`src/rtl/jt7759_seq.sv`:
```
// Control-side ROM sequencer: header lookup (max byte, pointer) then byte streaming into a 2-entry prefetch buffer.
// Latency: STREAM entered 7 cycles after start with ctrl_ok high; reads stall while ctrl_ok is low or the buffer is full.
module jt7759_seq #(
    parameter int HDR_BASE = 5
) (
    input  logic        clk,
    input  logic        rst,
    input  logic        start,
    input  logic        stop,
    input  logic [7:0]  snum,
    output logic        busy,
    output logic        err,
    output logic [16:0] sample_addr,
    output logic        ctrl_cs,
    output logic [16:0] ctrl_addr,
    input  logic [7:0]  ctrl_din,
    input  logic        ctrl_ok,
    output logic [7:0]  dout,
    output logic        dout_ok,
    input  logic        pop
);

    typedef enum logic [2:0] {IDLE, RD_MAX, RD_HI, RD_LO, STREAM, ERR} state_t;

    state_t      state_q, state_d;
    logic [7:0]  snum_q, snum_d;
    logic        err_q, err_d;
    logic [16:0] addr_q, addr_d;
    logic        settle_q, settle_d;
    logic [7:0]  ptr_hi_q, ptr_hi_d;
    logic [16:0] saddr_q, saddr_d;
    logic [7:0]  buf0_q, buf0_d, buf1_q, buf1_d;
    logic [1:0]  cnt_q, cnt_d;
    logic        accept, push, pop_v, idle_like;

    // The data block drops its valid flag one cycle after an address change,
    // so ctrl_ok is not trusted in the cycle after any address load.
    assign accept    = ctrl_cs && ctrl_ok && !settle_q;
    assign push      = accept && (state_q == STREAM);
    assign pop_v     = pop && (cnt_q != 2'd0);
    assign idle_like = (state_q == IDLE) || (state_q == ERR);

    always_ff @(posedge clk) begin
        if (rst) begin
            state_q <= IDLE;
        end else begin
            state_q <= state_d;
        end
    end

    always_comb begin
        state_d = state_q;
        if (stop) begin
            state_d = IDLE;
        end else begin
            case (state_q)
                IDLE, ERR: if (start) state_d = RD_MAX;
                RD_MAX:    if (accept) state_d = (snum_q > ctrl_din) ? ERR : RD_HI;
                RD_HI:     if (accept) state_d = RD_LO;
                RD_LO:     if (accept) state_d = STREAM;
                default:   state_d = state_q;
            endcase
        end
    end

    always_comb begin
        busy        = !idle_like;
        ctrl_cs     = (state_q == RD_MAX) || (state_q == RD_HI) || (state_q == RD_LO) ||
                      ((state_q == STREAM) && (cnt_q != 2'd2));
        err         = err_q;
        ctrl_addr   = addr_q;
        sample_addr = saddr_q;
        dout        = buf0_q;
        dout_ok     = (cnt_q != 2'd0);
    end

    always_comb begin
        snum_d   = snum_q;
        err_d    = err_q;
        addr_d   = addr_q;
        settle_d = 1'b0;
        ptr_hi_d = ptr_hi_q;
        saddr_d  = saddr_q;
        buf0_d   = buf0_q;
        buf1_d   = buf1_q;
        cnt_d    = cnt_q;
        if (stop) begin
            cnt_d = 2'd0;
            err_d = 1'b0;
        end else begin
            case (state_q)
                IDLE, ERR: if (start) begin
                    snum_d   = snum;
                    err_d    = 1'b0;
                    addr_d   = 17'd0;
                    settle_d = 1'b1;
                end
                RD_MAX: if (accept) begin
                    if (snum_q > ctrl_din) begin
                        err_d = 1'b1;
                    end else begin
                        addr_d   = 17'(HDR_BASE) + {8'd0, snum_q, 1'b0};
                        settle_d = 1'b1;
                    end
                end
                RD_HI: if (accept) begin
                    ptr_hi_d = ctrl_din;
                    addr_d   = addr_q + 17'd1;
                    settle_d = 1'b1;
                end
                RD_LO: if (accept) begin
                    saddr_d  = {ptr_hi_q, ctrl_din, 1'b0};
                    addr_d   = {ptr_hi_q, ctrl_din, 1'b0};
                    settle_d = 1'b1;
                end
                STREAM: begin
                    // Simultaneous push and pop keeps the count and shifts the queue.
                    case ({push, pop_v})
                        2'b10: begin
                            if (cnt_q == 2'd0) buf0_d = ctrl_din;
                            else               buf1_d = ctrl_din;
                            cnt_d = cnt_q + 2'd1;
                        end
                        2'b01: begin
                            buf0_d = buf1_q;
                            cnt_d  = cnt_q - 2'd1;
                        end
                        2'b11: begin
                            if (cnt_q == 2'd1) begin
                                buf0_d = ctrl_din;
                            end else begin
                                buf0_d = buf1_q;
                                buf1_d = ctrl_din;
                            end
                        end
                        default: ;
                    endcase
                    if (push) begin
                        addr_d   = addr_q + 17'd1;
                        settle_d = 1'b1;
                    end
                end
                default: ;
            endcase
        end
    end

    always_ff @(posedge clk) begin
        if (rst) begin
            snum_q   <= 8'd0;
            err_q    <= 1'b0;
            addr_q   <= 17'd0;
            settle_q <= 1'b0;
            ptr_hi_q <= 8'd0;
            saddr_q  <= 17'd0;
            buf0_q   <= 8'd0;
            buf1_q   <= 8'd0;
            cnt_q    <= 2'd0;
        end else begin
            snum_q   <= snum_d;
            err_q    <= err_d;
            addr_q   <= addr_d;
            settle_q <= settle_d;
            ptr_hi_q <= ptr_hi_d;
            saddr_q  <= saddr_d;
            buf0_q   <= buf0_d;
            buf1_q   <= buf1_d;
            cnt_q    <= cnt_d;
        end
    end

endmodule

```
`config.mk`:
```
export PLATFORM = sky130hd
export DESIGN_NAME = jt7759_seq
export DESIGN_NICKNAME = d
export VERILOG_FILES = /design/src/rtl/jt7759_seq.sv
export SDC_FILE = /design/constraint.sdc
export NUM_CORES = 1
export LEC_CHECK = 0
export CAP_MARGIN = 20
export CORE_ASPECT_RATIO = 1.2
export CORE_MARGIN = 5
export CORE_UTILIZATION = 45
export DETAILED_ROUTE_END_ITERATION = 8
export GPL_TIMING_DRIVEN = 0
export PLACE_DENSITY_LB_ADDON = 0.15
export SYNTH_ARGS = -nofsm -noshare
export SYNTH_HDL_FRONTEND = slang
export SYNTH_SLANG_ARGS = --single-unit
```
`constraint.sdc`:
```
create_clock -name clk -period 3.22 [get_ports clk]
set_clock_uncertainty 0.15 [all_clocks]
set_input_delay 0.644 -clock clk [delete_from_list [all_inputs] [get_ports clk]]
set_output_delay 0.644 -clock clk [all_outputs]
set_load 0.02 [all_outputs]
```
### Yosys cells after proc, flatten, opt, wreduce, memory -nomap -nowiden

Cells that the tools add are included.

| word-level totals | value |
|---|---|
| output and inout bits | 46 |
| register bits after elaboration | 72 |
| input port bits | 22 |
| logic and storage cells | 98 |

| operators by class | value |
|---|---|
| magnitude comparators | 1 |
| equal/unequal tests | 20 |
| muxes and demuxes | 30 |
| add/sub/neg operators | 4 |
| bitwise gates (word level) | 1 |
| reductions and logical operators | 32 |

Operators with widths:

| kind | count |
|---|---|
| 2-to-1 mux 17 bit | 6 |
| case mux 17 bit (5 select lines) | 1 |
| 2-to-1 mux 8 bit | 4 |
| case mux 8 bit (3 select lines) | 1 |
| inequality test 2 bit, second input constant | 11 |
| adder 17 x 1 -> 17 bit, second input constant | 1 |
| case mux 8 bit (2 select lines) | 1 |
| 2-to-1 mux 3 bit | 5 |
| case mux 3 bit (4 select lines) | 1 |
| adder 3 x 9 -> 10 bit, first input constant | 1 |
| AND reduction 5 bit | 2 |
| AND reduction 3 bit | 3 |
| > comparator 8 bit | 1 |
| 2-to-1 mux 1 bit | 8 |
| AND reduction 4 bit | 2 |
| AND reduction 8 bit | 1 |
| nonzero test 2 bit | 4 |
| == test 3 x 2 -> 1 bit, second input constant | 2 |
| == test 3 bit, second input constant | 2 |
| OR reduction 2 bit | 3 |
| logical AND 1 bit | 5 |
| nonzero test 5 bit | 1 |
| == test 2 x 1 -> 1 bit, second input constant | 2 |
| == test 2 bit, second input constant | 2 |
| other kinds (14) | 18 |

### Logic depth before layout (Yosys ltp)

| depth | value |
|---|---|
| depth after elaboration | 10 |
| gate-level depth with buffers | 11 |
| depth with buffers taken out | 11 |

### Worst setup path before layout

Ideal clock, no wire load.

| timing path | value |
|---|---|
| path type | input to register |
| from | input ctrl_din[5] |
| to | register addr_q[0], in the netlist ctrl_addr[0] |
| path buffers | 0 |
| library setup time | 0.103 ns |
| required time | 2.967 ns |
| path slack | 0.747 ns |
| arrival | 2.219 ns |
| stages on the path | 7 |
| cells stage by stage | inv_1 ha_1 a211oi_1 nor2_1 or4_1 and2_1 a2111oi_2 |

| between the ends | value |
|---|---|
| word-level cells in the longest chain between the ends | 3 |

RTL lines:

| what | RTL line | RTL |
|---|---|---|
| start: declaration | 16 | `input logic [7:0] ctrl_din,` |
| > comparator 8 bit | 99 | `if (snum_q > ctrl_din) begin` |
| inequality test 2 bit (no source line) | n/a |  |
| AND reduction 8 bit (no source line) | n/a |  |
| end signal: assignment | 162 | `addr_q <= addr_d;` |
| end: declaration | 28 | `logic [16:0] addr_q, addr_d;` |

No other way between the ends.
A chain may end at the register's enable or synchronous reset.

### Worst setup path after layout

Same ends and word-level chain as after synthesis.

==> reports/results.txt <==
Status -> finished clean
Crit-path max cell delay -> 670 ps
CTS clock-pin slew for the worst setup and hold paths -> 80 ps
Most frequent cells in the layout -> dfxtp_1, nand2_1, clkdlybuf4s50_1
Unrepaired setup endpoints after global routing -> no
Hold crit path type -> reg2reg
Fillcell total -> 805
Critical path endpoint category -> flip-flop
Max Fclk -> 324 MHz
Critical-path maximum fanout -> 6
Largest net degree at the start of global routing -> 14
Port-buffer cells -> 66
Crit path buf inv count -> 2
Core Util, Final -> 0.584
Sink Count -> 72
Slew Viols, Final -> 0
GPL Wtd Cong -> 0.889
Crit Path Class -> in2reg
CP max stage cell -> clkdlybuf4s50_1
Root Driver -> clkbuf_8
Vias -> 3897
DR pass1 iterations -> 4
Fin crit share -> 0.958
Post-route DRC violation count -> 0
Minimum clock period -> 3080 ps
Commonest non-fill, non-tap cell in the layout -> dfxtp_1
Data arrival time of the critical path -> 3170 ps
Overflow after GRT -> 0
Routed WL -> 11.2 mm
WHS -> 305 ps
P_leak -> 0.00182 µW
Vias in the first global route -> 3738
Final setup margin -> 137 ps
Synth area leaders -> dfxtp_1, nand2_1, nor2_1
Syn_area_per_cell -> 7.88 µm²
Hold Vio Cnt, Final -> 0
First-pass GRT wire length -> 18.6 mm
Least-Margin Pin Slew -> 765 ps
Row count -> 37
H-tree levels -> 3
Total Neg Setup Slack -> 0 ps
Mapped Cells -> 500
Synth-to-Final Area Change -> 27.0%
TritonCTS Buffers -> 9
#FFs+latches synth -> 72
Final HPWL DP -> 8.32 mm
Final setup viols -> 0
Pre-CTS setup slack -> -185 ps
Top-level I/O count -> 68
WL per Instance -> 16.0 µm
Die X -> 95.4 µm
Post-synth EDFFs -> 0
NumNets Final -> 614
Initial antenna violation count -> 0
Launching element type of the critical path -> input port
Crit path max-delay family -> simple AND/OR/NAND/NOR gates
Clock Latency Late Sink -> 350 ps
Longest Clk Path Bufs -> 2
Hold_buf cts -> 0
Asr flop ratio synth -> 0
Sequential-to-total area share from yosys stat -> 0.366
Post-synthesis cell type count -> 60
Die ar. -> 10700 µm²
Most used DFF post-synth -> dfxtp_1
Share of cells above drive strength 1 -> 0.0706
Post-synth top area cell -> dfxtp_1
Yosys warns -> 0
Max VDD drop -> 0.214 mV
Post-route ant nets -> 0
Initial DRC count -> 176
Antenna Cells -> 0
Synth Net Count -> 538
PD cells -> 403 nW/µm²
Die Ht -> 112 µm
Top cell type's share of synthesized area -> 0.366
Worst relative slew slack -> 0.488
GRT Total Usage -> 0.217
Initial core utilization -> 0.460
Vias per cell -> 5.58
Postcts setup bufs -> 0
Mapped cell area -> 3940 µm²
Max_cap viols -> 0
Worst path cell trace -> clkdlybuf4s50_1 > inv_1 > ha_1 > a211oi_1 > nor2_1 > or4_1 > and2_1 > a2111oi_2
Std-Cell Core Area -> 8560 µm²
CTS tree -> yes
CP Data Required Time -> 3310 ps
## per-stage QoR
| step | cell area [µm²] | power (µW) | std cells |
|---|---|---|---|
| finish | 5000 | 2020 | 698 |
| global placement | 4740 | 1120 | 683 |
| CTS | 5000 | 2020 | 699 |
| floorplan | 3940 | 1040 | 500 |
| global route | 5000 | 2080 | 698 |
| detailed placement | 4740 | 1120 | 683 |
## area by class of cell
type | instances | area (µm²) | share of cell area
Clock inverter | 6 | 115 | 0.0230
Multi-Input combinational cell | 379 | 2290 | 0.458
Timing Repair Buffer | 66 | 661 | 0.132
Tap cell | 117 | 146 | 0.0293
Clock buffer | 10 | 138 | 0.0275
Inverter | 18 | 67.6 | 0.0135
Buffer | 30 | 143 | 0.0285
Sequential cell | 72 | 1440 | 0.288
## sequential cells by signal, indices dropped and copies added, names as in the netlist
name / flops
ptr_hi_q: 8
err: 1
sample_addr: 16
ctrl_addr: 17
buf1_q: 8
snum_q: 8
cnt_q: 2
state_q: 3
dout: 8
settle_q: 1
## cell usage after synthesis (12+ instances only)
| cell type | n |
|---|---|
| o21ai_1 | 14 |
| ha_1 | 16 |
| nor2_1 | 57 |
| a21oi_1 | 40 |
| inv_1 | 18 |
| mux2i_1 | 17 |
| nand2_1 | 69 |
| o21ai_0 | 27 |
| a22oi_1 | 12 |
| dfxtp_1 | 72 |
| clkbuf_1 | 18 |
## where the power goes
part / switching (µW) / internal (µW) / total, µW / leakage [µW]
Clock: 374 / 540 / 914 / 0.000123
Sequential: 11.5 / 898 / 909 / 0.000581
Combinational: 113 / 78.2 / 192 / 0.00112
Total: 499 / 1520 / 2020 / 0.00182
## routing by layer
| layer | GRT usage | up-vias | wire length, µm |
|---|---|---|---|
| met1 | 0.273 | 1832 | 4890 |
| met2 | 0.364 | 136 | 5440 |
| met3 | 0.0315 | 23 | 608 |
| met5 | 0 | - | 0 |
| met4 | 0.0911 | 0 | 240 |
| li1 | - | 1906 | - |
## worst paths after layout
kind	start	to	slack, ps	cells after the start
setup / recovery	ctrl_din[5]	ctrl_addr[0]$_SDFFE_PP0P_	140	8
hold / removal	sample_addr[13]$_SDFFE_PP0P_	sample_addr[13]$_SDFFE_PP0P_	310	2
setup reg to reg	state_q[2]$_SDFFE_PP0P_	dout[2]$_SDFFE_PP0P_	510	10
hold reg to reg	sample_addr[13]$_SDFFE_PP0P_	sample_addr[13]$_SDFFE_PP0P_	310	2
## worst min-delay path, delay by kind of cell (launching register included)
family           cells  cell delay (ps)
flip-flops           1              310
AND/OR/NAND/NOR      1               50
AO/OA/AOI/OAI        1               50
## logic make-up (layout without fill, tap and decap cells)
logic type / Yosys count / count (layout) / share of synthesized area
and+or+nand+nor: 201 / 201 / 0.251
buffers and inverters: 49 / 130 / 0.0543
DFF: 72 / 72 / 0.366
xor gates and xnor gates: 10 / 10 / 0.0222
other: 1 / 1 / 0.000952
muxes: 17 / 17 / 0.0432
adders and majority gates: 16 / 16 / 0.0508
AOI/OAI and AO/OA: 134 / 134 / 0.211
## repair_timing
item                                   4_1_cts  5_1_grt
setup endpoints to repair                    0        2
gates resized for setup                      0        1
endpoints found under the hold margin        0        0
(Power assumes the default switching activity.)
